<file path="src/rtl/rca_config_pkg.sv">
// Shared definitions for the RCA configuration loader: opcodes, packet field layout
// and default sizing of the RCA configuration register file.
package rca_config_pkg;

    localparam int unsigned DEF_NUM_RCAS           = 4;
    localparam int unsigned DEF_NUM_READ_PORTS     = 2;
    localparam int unsigned DEF_NUM_WRITE_PORTS    = 2;
    localparam int unsigned DEF_GRID_NUM_ROWS      = 4;
    localparam int unsigned DEF_NUM_GRID_MUXES     = 32;
    localparam int unsigned DEF_GRID_MUX_INPUTS    = 8;
    localparam int unsigned DEF_IO_UNIT_MUX_INPUTS = 8;

    localparam int unsigned CFG_WORD_W = 32;
    localparam int unsigned CFG_CNT_W  = 16;

    typedef enum logic [3:0] {
        OpSrcFb     = 4'd0,
        OpDestFb    = 4'd1,
        OpDestNfb   = 4'd2,
        OpGridMux   = 4'd3,
        OpIoMux     = 4'd4,
        OpResultFb  = 4'd5,
        OpResultNfb = 4'd6,
        OpIoInpMap  = 4'd7
    } rca_cfg_op_t;

    typedef struct packed {
        logic [3:0]           op;
        logic [3:0]           id;
        logic [7:0]           rsvd;
        logic [CFG_CNT_W-1:0] count;
    } rca_cfg_hdr_t;

    typedef struct packed {
        logic [15:0] index;
        logic [15:0] value;
    } rca_cfg_pl_t;

    // Opcodes 8-15 are reserved.
    function automatic logic op_is_illegal(input logic [3:0] op);
        return op[3];
    endfunction

endpackage

</file>
<file path="src/rtl/rca_config_loader.sv">
// Turns a stream of 32-bit configuration packets (header + N payload words) into
// single-cycle registered write strobes on the RCA configuration register file.
module rca_config_loader
    import rca_config_pkg::*;
#(
    parameter int unsigned NUM_RCAS           = DEF_NUM_RCAS,
    parameter int unsigned NUM_READ_PORTS     = DEF_NUM_READ_PORTS,
    parameter int unsigned NUM_WRITE_PORTS    = DEF_NUM_WRITE_PORTS,
    parameter int unsigned GRID_NUM_ROWS      = DEF_GRID_NUM_ROWS,
    parameter int unsigned NUM_GRID_MUXES     = DEF_NUM_GRID_MUXES,
    parameter int unsigned GRID_MUX_INPUTS    = DEF_GRID_MUX_INPUTS,
    parameter int unsigned IO_UNIT_MUX_INPUTS = DEF_IO_UNIT_MUX_INPUTS
) (
    input  logic                                  clk,
    input  logic                                  rst,
    input  logic [CFG_WORD_W-1:0]                 cfg_data,
    input  logic                                  cfg_valid,
    output logic                                  cfg_ready,
    output logic [$clog2(NUM_RCAS)-1:0]           rca_sel_issue,
    output logic                                  cpu_fb_reg_addr_wr_en,
    output logic                                  cpu_nfb_reg_addr_wr_en,
    output logic [$clog2(NUM_READ_PORTS)-1:0]     cpu_port_sel,
    output logic                                  cpu_src_dest_port,
    output logic [4:0]                            cpu_reg_addr,
    output logic                                  grid_mux_wr_en,
    output logic [$clog2(NUM_GRID_MUXES)-1:0]     grid_mux_wr_addr,
    output logic [$clog2(GRID_MUX_INPUTS)-1:0]    new_grid_mux_sel,
    output logic                                  io_mux_wr_en,
    output logic [$clog2(GRID_NUM_ROWS)-1:0]      io_mux_addr,
    output logic [$clog2(IO_UNIT_MUX_INPUTS)-1:0] new_io_mux_sel,
    output logic                                  rca_fb_result_mux_wr_en,
    output logic                                  rca_nfb_result_mux_wr_en,
    output logic [$clog2(NUM_WRITE_PORTS)-1:0]    rca_result_mux_addr,
    output logic [$clog2(GRID_NUM_ROWS)-1:0]      new_rca_result_mux_sel,
    output logic                                  rca_io_inp_map_wr_en,
    output logic [GRID_NUM_ROWS-1:0]              new_rca_io_inp_map,
    output logic                                  busy,
    output logic                                  done,
    output logic                                  err
);

    localparam int unsigned RCA_W      = $clog2(NUM_RCAS);
    localparam int unsigned PORT_W     = $clog2(NUM_READ_PORTS);
    localparam int unsigned GRID_A_W   = $clog2(NUM_GRID_MUXES);
    localparam int unsigned GRID_S_W   = $clog2(GRID_MUX_INPUTS);
    localparam int unsigned IO_A_W     = $clog2(GRID_NUM_ROWS);
    localparam int unsigned IO_S_W     = $clog2(IO_UNIT_MUX_INPUTS);
    localparam int unsigned RES_A_W    = $clog2(NUM_WRITE_PORTS);
    localparam int unsigned RES_S_W    = $clog2(GRID_NUM_ROWS);

    localparam logic [1:0] ST_IDLE  = 2'd0;
    localparam logic [1:0] ST_LOAD  = 2'd1;
    localparam logic [1:0] ST_DRAIN = 2'd2;
    localparam logic [1:0] ST_DONE  = 2'd3;

    logic [1:0]           state_q;
    logic [CFG_CNT_W-1:0] count_q;
    logic [3:0]           op_q;
    logic                 err_latch_q;

    rca_cfg_hdr_t hdr;
    rca_cfg_pl_t  pl;
    logic         accept;
    logic         hdr_bad;
    logic         last_word;
    logic [31:0]  idx_ext;
    logic         idx_ok;
    logic         unused_bits;

    assign hdr         = rca_cfg_hdr_t'(cfg_data);
    assign pl          = rca_cfg_pl_t'(cfg_data);
    assign unused_bits = ^{hdr.rsvd, pl.value};
    assign idx_ext     = {16'd0, pl.index};
    assign hdr_bad     = op_is_illegal(hdr.op) || ({28'd0, hdr.id} >= NUM_RCAS);
    assign last_word   = (count_q == 16'd1);

    // The done cycle itself is also not ready, so a new header lands the cycle after done.
    assign cfg_ready = !rst && (state_q != ST_DONE) && !done;
    assign accept    = cfg_valid && cfg_ready;

    always_comb begin
        idx_ok = 1'b0;
        case (op_q)
            OpSrcFb:                   idx_ok = idx_ext < NUM_READ_PORTS;
            OpDestFb, OpDestNfb:       idx_ok = idx_ext < NUM_WRITE_PORTS;
            OpGridMux:                 idx_ok = idx_ext < NUM_GRID_MUXES;
            OpIoMux:                   idx_ok = idx_ext < GRID_NUM_ROWS;
            OpResultFb, OpResultNfb:   idx_ok = idx_ext < NUM_WRITE_PORTS;
            OpIoInpMap:                idx_ok = 1'b1;
            default:                   idx_ok = 1'b0;
        endcase
    end

    always_ff @(posedge clk or posedge rst) begin
        if (rst) begin
            state_q                  <= ST_IDLE;
            count_q                  <= '0;
            op_q                     <= '0;
            err_latch_q              <= 1'b0;
            rca_sel_issue            <= '0;
            cpu_fb_reg_addr_wr_en    <= 1'b0;
            cpu_nfb_reg_addr_wr_en   <= 1'b0;
            cpu_port_sel             <= '0;
            cpu_src_dest_port        <= 1'b0;
            cpu_reg_addr             <= '0;
            grid_mux_wr_en           <= 1'b0;
            grid_mux_wr_addr         <= '0;
            new_grid_mux_sel         <= '0;
            io_mux_wr_en             <= 1'b0;
            io_mux_addr              <= '0;
            new_io_mux_sel           <= '0;
            rca_fb_result_mux_wr_en  <= 1'b0;
            rca_nfb_result_mux_wr_en <= 1'b0;
            rca_result_mux_addr      <= '0;
            new_rca_result_mux_sel   <= '0;
            rca_io_inp_map_wr_en     <= 1'b0;
            new_rca_io_inp_map       <= '0;
            busy                     <= 1'b0;
            done                     <= 1'b0;
            err                      <= 1'b0;
        end else begin
            cpu_fb_reg_addr_wr_en    <= 1'b0;
            cpu_nfb_reg_addr_wr_en   <= 1'b0;
            grid_mux_wr_en           <= 1'b0;
            io_mux_wr_en             <= 1'b0;
            rca_fb_result_mux_wr_en  <= 1'b0;
            rca_nfb_result_mux_wr_en <= 1'b0;
            rca_io_inp_map_wr_en     <= 1'b0;
            done                     <= 1'b0;
            err                      <= 1'b0;

            case (state_q)
                ST_IDLE: begin
                    if (accept) begin
                        rca_sel_issue <= hdr.id[RCA_W-1:0];
                        count_q       <= hdr.count;
                        op_q          <= hdr.op;
                        busy          <= 1'b1;
                        if (hdr.count == '0) begin
                            state_q <= ST_DONE;
                        end else if (hdr_bad) begin
                            state_q     <= ST_DRAIN;
                            err_latch_q <= 1'b1;
                        end else begin
                            state_q <= ST_LOAD;
                        end
                    end
                end
                ST_LOAD: begin
                    if (accept) begin
                        count_q <= count_q - 16'd1;
                        if (last_word) begin
                            state_q <= ST_DONE;
                        end
                        if (!idx_ok) begin
                            err_latch_q <= 1'b1;
                        end else begin
                            case (op_q)
                                OpSrcFb, OpDestFb: begin
                                    cpu_fb_reg_addr_wr_en <= 1'b1;
                                    cpu_src_dest_port     <= (op_q == OpDestFb);
                                    cpu_port_sel          <= pl.index[PORT_W-1:0];
                                    cpu_reg_addr          <= pl.value[4:0];
                                end
                                OpDestNfb: begin
                                    cpu_nfb_reg_addr_wr_en <= 1'b1;
                                    cpu_src_dest_port      <= 1'b1;
                                    cpu_port_sel           <= pl.index[PORT_W-1:0];
                                    cpu_reg_addr           <= pl.value[4:0];
                                end
                                OpGridMux: begin
                                    grid_mux_wr_en   <= 1'b1;
                                    grid_mux_wr_addr <= pl.index[GRID_A_W-1:0];
                                    new_grid_mux_sel <= pl.value[GRID_S_W-1:0];
                                end
                                OpIoMux: begin
                                    io_mux_wr_en   <= 1'b1;
                                    io_mux_addr    <= pl.index[IO_A_W-1:0];
                                    new_io_mux_sel <= pl.value[IO_S_W-1:0];
                                end
                                OpResultFb, OpResultNfb: begin
                                    rca_fb_result_mux_wr_en  <= (op_q == OpResultFb);
                                    rca_nfb_result_mux_wr_en <= (op_q == OpResultNfb);
                                    rca_result_mux_addr      <= pl.index[RES_A_W-1:0];
                                    new_rca_result_mux_sel   <= pl.value[RES_S_W-1:0];
                                end
                                OpIoInpMap: begin
                                    rca_io_inp_map_wr_en <= 1'b1;
                                    new_rca_io_inp_map   <= pl.value[GRID_NUM_ROWS-1:0];
                                end
                                default: ;
                            endcase
                        end
                    end
                end
                ST_DRAIN: begin
                    if (accept) begin
                        count_q <= count_q - 16'd1;
                        if (last_word) begin
                            state_q <= ST_DONE;
                        end
                    end
                end
                default: begin
                    // DONE: the last write is on the outputs now; report one cycle later.
                    done        <= 1'b1;
                    err         <= err_latch_q;
                    err_latch_q <= 1'b0;
                    busy        <= 1'b0;
                    state_q     <= ST_IDLE;
                end
            endcase
        end
    end

endmodule

</file>
<file path="config.mk">
export PLATFORM = sky130hd
export DESIGN_NAME = rca_config_loader
export DESIGN_NICKNAME = d
export VERILOG_FILES = /design/src/rtl/rca_config_pkg.sv /design/src/rtl/rca_config_loader.sv
export SDC_FILE = /design/constraint.sdc
export NUM_CORES = 1
export LEC_CHECK = 0
export ABC_AREA = 1
export BUFFER_PORTS_ARGS = -buffer_cell sky130_fd_sc_hd__buf_2
export CAP_MARGIN = 20
export CELL_PAD_IN_SITES_DETAIL_PLACEMENT = 1
export CELL_PAD_IN_SITES_GLOBAL_PLACEMENT = 1
export CORE_ASPECT_RATIO = 0.9
export CORE_MARGIN = 5
export CORE_UTILIZATION = 35
export CTS_CLUSTER_SIZE = 25
export DETAILED_ROUTE_END_ITERATION = 7
export PLACE_DENSITY = 0.82
export SYNTH_ARGS = -nofsm -noshare
export SYNTH_HDL_FRONTEND = slang
export SYNTH_SLANG_ARGS = --single-unit
</file>
<file path="constraint.sdc">
create_clock -name clk -period 2.67 [get_ports clk]
set_input_delay 0.534 -clock clk [delete_from_list [all_inputs] [get_ports clk]]
set_output_delay 0.534 -clock clk [all_outputs]
set_load 0.02 [all_outputs]
</file>
Yosys cells after proc, flatten, opt, wreduce, memory -nomap -nowiden
Cells that the tools add are included.
Cells by class
  reduce and logical (&&, ||, !) cells: 28
  eq/ne operators: 18
  bitwise gates (word level): 2
  magnitude comparators: 4
  muxes and demuxes: 49
  add/sub/neg operators: 1
Operator list (count)
  1-bit two-way mux: 36
  16-bit two-way mux: 2
  16-bit case mux with 2 select lines: 1
  4-bit AND reduction: 6
  16-bit by 1-bit == test with 1-bit output (second input constant): 1
  4-bit by 3-bit == test with 1-bit output (second input constant): 4
  16-bit logical NOT: 1
  16-bit by 2-bit < comparator with 1-bit output (second input constant): 1
  16-bit by 3-bit < comparator with 1-bit output (second input constant): 1
  16-bit by 6-bit < comparator with 1-bit output (second input constant): 1
  16-bit by 1-bit subtractor with 16-bit output (second input constant): 1
  2-bit != test (second input constant): 6
  2-bit two-way mux: 5
  4-bit by 2-bit == test with 1-bit output (second input constant): 2
  3-bit AND reduction: 2
  6-bit AND reduction: 1
  2-bit OR reduction: 3
  3-bit OR reduction: 2
  5-bit OR reduction: 1
  4-bit by 1-bit == test with 1-bit output (second input constant): 1
  4-bit by 3-bit >= comparator with 1-bit output (second input constant): 1
  4-bit logical NOT: 1
  2-bit by 1-bit != test with 1-bit output (second input constant): 2
  1-bit case mux with 2 select lines: 2
  12 further kinds: 18
Word-level totals
  output and inout bits: 40
  logic and storage cells: 127
  register bits: 62
  input bits: 35

Longest topological paths before layout
Gate-level depths: netlist (run 1).
  depth in word-level cells: 6
  gate-level depth with buffers: 12
  depth with buffers taken out: 11

Least setup slack after synthesis (run 1)
OpenSTA, ideal clock, no wires.
  path type: input port to flip-flop
  from: in rst
  to: reg cpu_port_sel
  stages on the path: 7
  slack: -438 ps
  required time: 2550 ps
  buffers on the path: 1
  library setup time: 120 ps
  arrival: 2988 ps
  cell sequence: inv_1 > nand3_2 > nor4_1 > nand3_2 > buf_6 > nand2_1 > o21ai_2
Between the ends
  longest elaborated chain between the ends: 5
RTL lines
  start: declaration: RTL line rca_config_loader.sv:15  | input logic rst,
  1-bit logical NOT (no line)
  1-bit logical AND (2 in a row): RTL line rca_config_loader.sv:78  | assign cfg_ready = !rst && (state_q != ST_DONE) && !done;
  1-bit logical AND: RTL line rca_config_loader.sv:79  | assign accept = cfg_valid && cfg_ready;
  4-bit AND reduction (no line)
  end signal: assignment: RTL line rca_config_loader.sv:162  | cpu_port_sel <= pl.index[PORT_W-1:0];
  end signal: assignment: RTL line rca_config_loader.sv:168  | cpu_port_sel <= pl.index[PORT_W-1:0];
  end: declaration: RTL line rca_config_loader.sv:22  | output logic [$clog2(NUM_READ_PORTS)-1:0] cpu_port_sel,
Every way passes these cells.
A chain may end at the register's enable or synchronous reset.

Final worst setup path (run 1)
  from: reg state_q[0]
  to: reg count_q[3]
Between the ends
  longest elaborated chain between the ends: 6
  elaborated cells on any way between the ends: 13
  those cells by class: 5 x eq/ne; 1 x mux; 7 x reduce/logical
RTL lines
  start: declaration: RTL line rca_config_loader.sv:56  | logic [1:0] state_q;
  start signal: assignment: RTL line rca_config_loader.sv:96  | state_q <= ST_IDLE;
  start signal: assignment: RTL line rca_config_loader.sv:140  | state_q <= ST_DONE;
  start signal: assignment: RTL line rca_config_loader.sv:142  | state_q <= ST_DRAIN;
  2-bit != test: RTL line rca_config_loader.sv:78
  1-bit logical AND (2 in a row): RTL line rca_config_loader.sv:78
  1-bit logical AND: RTL line rca_config_loader.sv:79
  2-bit by 1-bit != test with 1-bit output (no line) or 2-bit != test (tied branches)
  3-bit AND reduction (no line)
  end signal: assignment: RTL line rca_config_loader.sv:136  | count_q <= hdr.count;
  end signal: assignment: RTL line rca_config_loader.sv:151  | count_q <= count_q - 16'd1;
  end signal: assignment: RTL line rca_config_loader.sv:198  | count_q <= count_q - 16'd1;
  end: declaration: RTL line rca_config_loader.sv:57  | logic [CFG_CNT_W-1:0] count_q;
Several ways; a longest one is shown, not always the timed one.

==> results of run 1 <==
==> how the worst max path moves through the flow <==
stage                            start         endpoint
final                       state_q[0]       count_q[3]
after detailed placement  cfg_data[31]  cpu_reg_addr[4]
after global routing        state_q[0]       count_q[3]
after CTS                   state_q[0]  cpu_reg_addr[4]
after floorplan                    rst       count_q[4]
after global placement    cfg_data[31]  cpu_reg_addr[4]
==> logic make-up (layout without fill, tap and decap cells) <==
group / count (synthesis) / after routing / share of synthesized area, %
fa+ha+maj: 6 / 6 / 2.389
xor+xnor: 6 / 6 / 1.673
mux: 4 / 4 / 1.434
buf+inv: 49 / 135 / 6.492
flops: 62 / 62 / 49.38
simple gates: 181 / 181 / 24.89
compound gates: 69 / 69 / 13.74
==> where the power goes <==
part           internal, mW  leakage [nW]  switching [mW]  total (mW)
Sequential             1.19         0.819           0.201        1.39
Combinational         0.629          1.05            1.19        1.81
Clock                 0.558         0.110           0.409       0.967
==> sequential cells by signal (all words and copies together), names as in the netlist, 2 cells and up <==
name / flops
new_io_mux_sel: 3
count_q: 16
grid_mux_wr_addr: 5
new_rca_result_mux_sel: 2
new_rca_io_inp_map: 4
op_q: 4
io_mux_addr: 2
cpu_reg_addr: 5
new_grid_mux_sel: 3
state_q: 2
rca_sel_issue: 2
==> metal layers <==
layer / vias to the layer above / routed length (um) / part of all wire [%] / global-route usage, %
met4: 0 / 102 / 1.2 / 5.465
met1: 1373 / 3930 / 44 / 21.76
li1: 1378 / - / - / -
met2: 62 / 4501 / 51 / 29.48
met5: - / 0 / 0 / 0
met3: 10 / 302 / 3.4 / 3.087
==> worst reg2reg max path, stage by stage (launching register included) <==
cell	delay (ns)
dfrtp_1	0.42
ha_1	0.29
nor2_1	0.15
nand3_2	0.18
a21oi_2	0.22
buf_4	0.23
inv_2	0.11
a21oi_1	0.17
o21ai_0	0.10
o21ai_0	0.11
==> stage by stage <==
stage / area, um2 / hold WS [ns] / utilization [%]
finish: 3879 / 0.4238 / 44.85
global route: 3879 / 0.4337 / 44.85
CTS: 3879 / 0.4203 / 44.85
detailed placement: 3649 / 0.4680 / 42.19
global placement: 3649 / 0.4607 / 42.19
floorplan: 3146 / 0.4330 / -
==> cells in the mapped netlist (2+ instances only) <==
library cell,instances
a21oi_1,7
buf_2,4
buf_6,2
clkbuf_1,2
dfrtp_1,62
ha_1,6
inv_1,38
inv_2,2
mux2_2,4
nand2_1,91
nand3_1,17
nand3_2,3
nand4_1,2
nor2_1,51
nor3_1,9
o211ai_1,6
o21ai_0,33
o21ai_2,15
o22ai_1,5
xor2_1,6
==> cell type report <==
type,instances,share of cell area (%)
flip-flops and latches,62,40.00
multi-input cells,266,35.74
repair buffers,79,10.52
inverters,40,3.968
well taps,119,3.839
clock buffers,10,3.548
clock inverters,6,2.387
==> run summary, run 1 <==
Min Tclk post-route: 2.088 ns
First-pass GRT wire length: 14.76 mm
Layout Skew: 0.008113 ns
Netlist cell types: 32
Post-synthesis cell count: 377
Share of layout cells above drive strength 1: 27.43%
Register area: 0.001551 mm2
Area of the multi-input gates: 0.001386 mm2
WHS Endpoint: op_q[2]
I/O Buffers: 74
Final Hold Viols: 0
Post-synth top area cell: dfrtp_1
Worst Path Max Fanout: 15
#FFs+latches synth: 62
Peak supply drop: 0.5026 mV
Slowest stage delay, CP: 0.42 ns
Least-Margin Pin Slew: 0.7945 ns
Max-slew violations: 0
Dpl cells: 566
Htree depth: 3
Core footprint: 0.008648 mm2
WP buf/inv: 2
Crit-path cells: ha_1 -> nor2_1 -> nand3_2 -> a21oi_2 -> buf_4 -> inv_2 -> a21oi_1 -> o21ai_0 -> o21ai_0
Post-cts hold buffer count: 0
P&R area growth vs syn: 23.46%
Worst hold path type: input pin to register
Worst path required time: 2.91 ns
Period Utilization, post-route: 78.19%
Total power: 4.170 mW
Placer Congestion: 0.8512
Post-Layout Cell Count: 582
Drt via density: 4.851
Total congestion overflow: 0
Vias: 2,823
Setup crit start kind: register
CTS sink cnt: 62
Worst R2R Start: state_q[0]
Arrival @ worst endpoint: 2.33 ns
Num ports: 75
Critical path's slowest cell: dfrtp_1
Antenna Violating Nets Remaining: 0
First drt pass iteration count: 4
Routed len/inst: 15.18 um
Clock latency on the worst-skew pair: 0.34 ns
CTS tree: yes
Reg2reg end: count_q[3]
Final setup TNS: 0 ns
Initial Util: 36.33%
Static leakage: 1.983 nW
Reg2Reg Setup Slack: 0.58 ns
Post-synth EDFFs: 0
Worst Hold Path Cells: 3
Initial detailed-routing violation count: 101
CP endpoint kind: register
Setup ws final: 0.5823 ns
Syn Area/Cell: 8.334 um2
Top cells by area, synth: dfrtp_1, nand2_1, nor2_1, o21ai_0, inv_1
HPWL after DPL: 6.591 mm
Final nets: 499
GR Util All Layers: 17.17%
Crit path top cell by count: o21ai_0
CP Class: register to register
R2R depth: 9
Cell chosen for the clock root: clkbuf_8
Hold path start: cfg_data[30]
Filler cell count: 1,106
Number of gates resized after CTS: 0
Most common cell after layout, fill and taps aside: nand2_1
Clock Pin Slew Worst Setup and Hold Paths: 0.07 ns
Largest net degree at the start of global routing: 63
Die Area: 0.01097 mm2
Synth warnings: 0
Die height: 99.88 um
Crit-path leading delay family: compound AO/OA/AOI/OAI gates
Die span in x: 109.9 um
Mapped Area: 0.003142 mm2
Fmax: 0.4790 GHz
Number of diodes: 0
Max-Cap Viols: 0
Initial antenna violation count: 0
Register area share after synthesis: 49.38%
Slew headroom: 47.03%
Final WL: 8.835 mm
RSZ-0062 raised after global routing: false
Count of final setup violators: 0
Syn_nets: 418
Total power per unit cell area: 1075 mW/mm2
Post-synth top flop: dfrtp_1
Row cnt: 32
Vias in the first global route: 2,987
Critical Path Stages: 9
Cts bufs inserted: 9
Async SR Flop Fraction: 100.0%
Outcome: completed
Drt drc: 0
Clock Path Buffers: 2
Top-area cell type share of the netlist area: 49.38%
Setup WS pre-CTS: 0.6018 ns
Setup Fix Bufs, Post-CTS: 0
Most frequent cells in the layout: nand2_1, buf_2, dfrtp_1
Power figures use the tool's default switching activity.
==> inputs of run 2 (changes only) <==
Settings changed: ABC_AREA 1 to 0, PLACE_DENSITY 0.82 to 0.81.
Clock period 2.67 ns to 1.9 ns, I/O delays scaled along.
==> run summary, run 2 <==
Outcome: finished, violations left
Failing checks: negative setup slack
Largest net degree at the start of global routing: 29
Final WL: 12.26 mm
XOR/XNOR share of the synthesized area: 0.2767%
First drt pass iteration count: 4
Biggest regs: count_q x16, cpu_reg_addr x5, grid_mux_wr_addr x5
Post-synth top area cell: dfrtp_1
Clock Pin Slew Worst Setup and Hold Paths: 0.08 ns
Clock latency on the worst-skew pair: 0.35 ns
Slew headroom: 61.49%
Setup crit start kind: register
Clock Path Buffers: 2
Netlist cell types: 51
Worst hold slack: 0.2393 ns
Most frequent cells in the layout: buf_2, dfrtp_1, buf_4
Final nets: 465
Routed len/inst: 22.25 um
Register area share after synthesis: 49.01%
Cell chosen for the clock root: clkbuf_8
#FFs+latches synth: 62
P&R area growth vs syn: 49.25%
Synth warnings: 0
Post-synthesis cell count: 288
Placer Congestion: 0.8327
Fmax: 0.4515 GHz
Share of layout cells above drive strength 1: 54.78%
Async SR Flop Fraction: 100.0%
Static leakage: 2.187 nW
First-pass GRT wire length: 17.62 mm
Drt drc: 0
I/O Buffers: 74
Placed instance area: 0.004095 mm2
Worst hold path type: input pin to async pin
Die Area: 0.01105 mm2
Compound-gate portion of the synthesized area: 17.51%
Vias: 3,095
Main combinational cell family by area after synthesis: compound AO/OA/AOI/OAI gates
Post-synth EDFFs: 0
CP Class: register to register
Row cnt: 33
Design Area, Final: 0.004725 mm2
Core footprint: 0.008960 mm2
Synth Area in Adders: 2.372%
Count leader, synth: dfrtp_1
Cts bufs inserted: 9
Top cells by area, synth: dfrtp_1, mux2_2, nor2_1, ha_1, nor3_1
Vias in the first global route: 3,274
Mux cell area share after synthesis: 12.33%
Peak supply drop: 0.7059 mV
Top reg by flops: count_q
Max-slew violations: 0
Worst path required time: 2.14 ns
Worst Path Max Fanout: 5
Count of final setup violators: 37
CTS tree: yes
Initial detailed-routing violation count: 175
Initial Util: 35.33%
Total congestion overflow: 0
Syn_nets: 329
Synth top cells by count: dfrtp_1, mux2_2, nor2_1
Top-area cell type share of the netlist area: 49.01%
Die height: 100.2 um
CTS sink cnt: 62
Final Hold Viols: 0
Synth Area in Simple Gates: 14.90%
GR Util All Layers: 20.91%
Min Tclk post-route: 2.215 ns
Htree depth: 3
Mapped Area: 0.003166 mm2
Initial antenna violation count: 0
Layout Skew: 0.009738 ns
Die span in x: 110.2 um
Least-Margin Pin Slew: 0.5764 ns
RSZ-0062 raised after global routing: true
Num ports: 75
Post-synth top flop: dfrtp_1
Setup ws final: -0.3150 ns
Drt via density: 5.617
Crit-path cells: or4b_4 -> o221a_4 -> a2111oi_2 -> buf_4 -> a2bb2oi_1
Period Utilization, post-route: 116.6%
Slowest stage delay, CP: 0.57 ns
Arrival @ worst endpoint: 2.45 ns
HPWL after DPL: 7.641 mm
Most common cell after layout, fill and taps aside: buf_2
Critical path's slowest cell: or4b_4
Number of diodes: 0
Syn Area/Cell: 10.99 um2
Antenna Violating Nets Remaining: 0
Total power per unit cell area: 1586 mW/mm2
Max reg flops: 16
CP endpoint kind: register
Max-Cap Viols: 0
-- run 2: power by group --
group / internal [mW] / switching (mW)
registers: 1.64 / 0.296
logic: 1.84 / 2.52
clock network: 0.610 / 0.585
-- run 2: stage by stage --
step,util (%),total power [mW],std cells,setup TNS (ns),worst slack (ns)
finish,52.73,7.494,551,-5.818,-0.3150
floorplan,-,3.889,288,-4.004,-0.2860
global placement,45.71,4.892,522,-4.489,-0.1928
global route,52.73,7.814,551,-7.821,-0.3562
detailed placement,45.71,5.107,522,-7.647,-0.2774
CTS,50.36,6.786,543,-4.235,-0.2425
-- run 2: cells by family (layout without fill, tap and decap cells) --
logic type / count (synthesis) / in the layout
simple gates: 88 / 88
compound gates: 68 / 68
flops: 62 / 62
mux: 35 / 35
buf+inv: 28 / 169
fa+ha+maj: 6 / 6
xor+xnor: 1 / 1
-- run 2: cell type report --
class,instances,area [um2]
Multi-Input combinational cell,198,1843
Clock inverter,7,73.82
Fill cell,1018,4235
Clock buffer,9,123.9
Timing Repair Buffer,139,917.1
Tap cell,122,152.6
Sequential cell,62,1551
Inverter,14,62.56
-- run 2: path summary, 6_finish.rpt --
check	from	endpoint	slack [ns]	depth (start not counted)
max	op_q[0]	cpu_src_dest_port	-0.31	5
max in group asynchronous	rst	cpu_reg_addr[3]	1.12	4
min in group clk	cfg_data[25]	rca_sel_issue[1]	0.29	2
min reg2reg	rca_sel_issue[0]	rca_sel_issue[0]	0.50	1
min	rst	count_q[13]	0.24	3
max reg2reg	op_q[0]	cpu_src_dest_port	-0.31	5
-- run 2: timing repair --
item / in CTS / in global routing
setup buffers: 3 / 9
resized for setup: 38 / 40
setup endpoints to repair: 46 / 53
gates cloned: 2 / 0
hold buffers: 0 / 0
pin swaps: 12 / 12
-- run 2: routing by layer --
metal	share of wire, %	vias up	global-route usage, %	wire length [um]
met5	0	-	0	0
li1	-	1358	-	-
met4	4.2	0	11.74	518
met3	7.5	47	4.759	914
met2	49	145	33.26	6012
met1	39	1545	26.09	4814
-- run 2: worst max-delay path: cells and delay by family, from the launching register on --
kind | cells | cell delay, ns
simple gates | 1 | 0.57
buf+inv | 1 | 0.17
flops | 1 | 0.39
compound gates | 3 | 0.97
==> inputs of run 3 (changes only) <==
Settings changed: PLACE_DENSITY 0.81 to 0.79.
==> run summary, run 3 (synthesis results as in run 2) <==
Die height: 100.2 um
P&R area growth vs syn: 57.04%
Clock Path Buffers: 2
Clock latency on the worst-skew pair: 0.36 ns
Setup crit start kind: register
Biggest regs: count_q x16, cpu_reg_addr x5, grid_mux_wr_addr x5
Final WL: 12.99 mm
CTS sink cnt: 62
Final setup TNS: -6.484 ns
Vias: 3,210
Slew headroom: 72.68%
Combinational power share: 65.1%
Top reg by flops: count_q
Antenna Violating Nets Remaining: 0
CP Class: register to register
Num ports: 75
Outcome: finished, violations left
Failing checks: negative setup slack
Most frequent cells in the layout: buf_2, dfrtp_1, buf_4
Clock network fraction of total power: 12.4%
Final nets: 478
Reg power frac: 22.4%
Cts bufs inserted: 9
CP endpoint kind: register
Arrival @ worst endpoint: 2.41 ns
Most common cell after layout, fill and taps aside: buf_2
Cell chosen for the clock root: clkbuf_8
Worst hold slack: 0.2496 ns
RSZ-0062 raised after global routing: true
Placed instance area: 0.004113 mm2
Internal: 4.764 mW
I/O Buffers: 74
Max-slew violations: 0
Peak supply drop: 0.7384 mV
Setup WS pre-CTS: -0.2618 ns
Row cnt: 33
Fmax: 0.4596 GHz
HPWL after DPL: 7.235 mm
Largest net degree at the start of global routing: 63
Min Tclk post-route: 2.176 ns
Worst R2R Start: op_q[3]
Vias in the first global route: 3,221
Sw power: 3.789 mW
Die span in x: 110.2 um
Period Utilization, post-route: 114.5%
Design Area, Final: 0.004971 mm2
Initial Util: 35.33%
Routed len/inst: 23.02 um
Sw Ratio: 44.30%
Placer Congestion: 0.8005
Worst hold path type: input pin to async pin
First drt pass iteration count: 4
Count of final setup violators: 44
Die Area: 0.01105 mm2
Clock Pin Slew Worst Setup and Hold Paths: 0.09 ns
Max reg flops: 16
First-pass GRT wire length: 17.08 mm
Initial detailed-routing violation count: 149
Number of diodes: 0
CTS tree: yes
Filler cell count: 958
Drt via density: 5.691
Drt drc: 0
GR Util All Layers: 19.98%
Total power per unit cell area: 1720 mW/mm2
Htree depth: 3
Share of layout cells above drive strength 1: 60.18%
Setup ws final: -0.2760 ns
Worst path required time: 2.14 ns
Max-Cap Viols: 0
Least-Margin Pin Slew: 0.4085 ns
Static leakage: 2.266 nW
Total congestion overflow: 0
Worst setup path start: op_q[3]
Core footprint: 0.008960 mm2
Layout Skew: 0.01768 ns
Final Hold Viols: 0
Worst Path Max Fanout: 5
Initial antenna violation count: 0
[run 3: cell count changes in the layout (fill, tap and decap cells not counted), sizes merged]
| cell | change |
|---|---|
| clkinvlp | +3 |
| bufinv | -1 |
| inv | -1 |
| buf | +13 |
| clkinv | -1 |
[run 3: what timing repair did]
item / CTS / global route
pin swaps: 13 / 17
buffers inserted: 11 / 17
gates cloned: 1 / 1
endpoints found under the setup margin: 42 / 57
hold buffers: 0 / 0
resized for setup: 36 / 55
[run 3: worst paths after layout]
check	cells after the start	slack (ns)	endpoint
setup / recovery	5	-0.28	io_mux_addr[1]
max in group asynchronous	4	1.34	rca_io_inp_map_wr_en
setup reg to reg	5	-0.28	io_mux_addr[1]
hold reg to reg	1	0.50	rca_sel_issue[0]
min in group clk	2	0.28	rca_sel_issue[1]
hold / removal	4	0.25	state_q[0]
[run 3: power by group through the flow]
stage | combinational [mW] | sequential [mW] | clock (mW)
2_1_floorplan | 1.90 | 1.99 | 0
3_3_place_gp | 3.21 | 1.87 | 0
3_5_place_dp | 3.36 | 1.89 | 0
4_1_cts | 4.21 | 1.87 | 1.06
5_1_grt | 5.87 | 1.95 | 1.13
6_report | 5.57 | 1.92 | 1.06
[run 3: final cells by class]
cell class                 instances  area (um2)  area share, %
clock buffer                       9       123.9          2.492
clock inverter                     7       50.05          1.007
tap                              122       152.6          3.071
inverter                          14       63.81          1.284
multi-input combinational        198        1924          38.71
timing repair buffer             152        1105          22.23
sequential                        62        1551          31.21
[run 3: metal layers]
metal  vias to the layer above  GRT usage [%]  part of all wire [%]
li1                       1382              -                     -
met1                      1650          26.42                    41
met2                       131          32.18                    49
met3                        47          4.437                   5.5
met4                         0          7.102                   4.5
met5                         -              0                     0
[run 3: metrics by stage]
| step | std cells | utilization, % | power, mW |
|---|---|---|---|
| after global placement | 521 | 45.90 | 5.073 |
| after detailed placement | 521 | 45.90 | 5.244 |
| final | 564 | 55.48 | 8.553 |
| after CTS | 548 | 51.32 | 7.144 |
| after floorplan | 288 | - | 3.889 |
| after global routing | 564 | 55.48 | 8.947 |
[run 3: worst max-delay path: stages (launching register included)]
cell and delay (ns):
dfrtp_1 0.39, or4b_4 0.56, o221a_4 0.29, a2111oi_4 0.31, buf_6 0.19, mux2_4 0.31
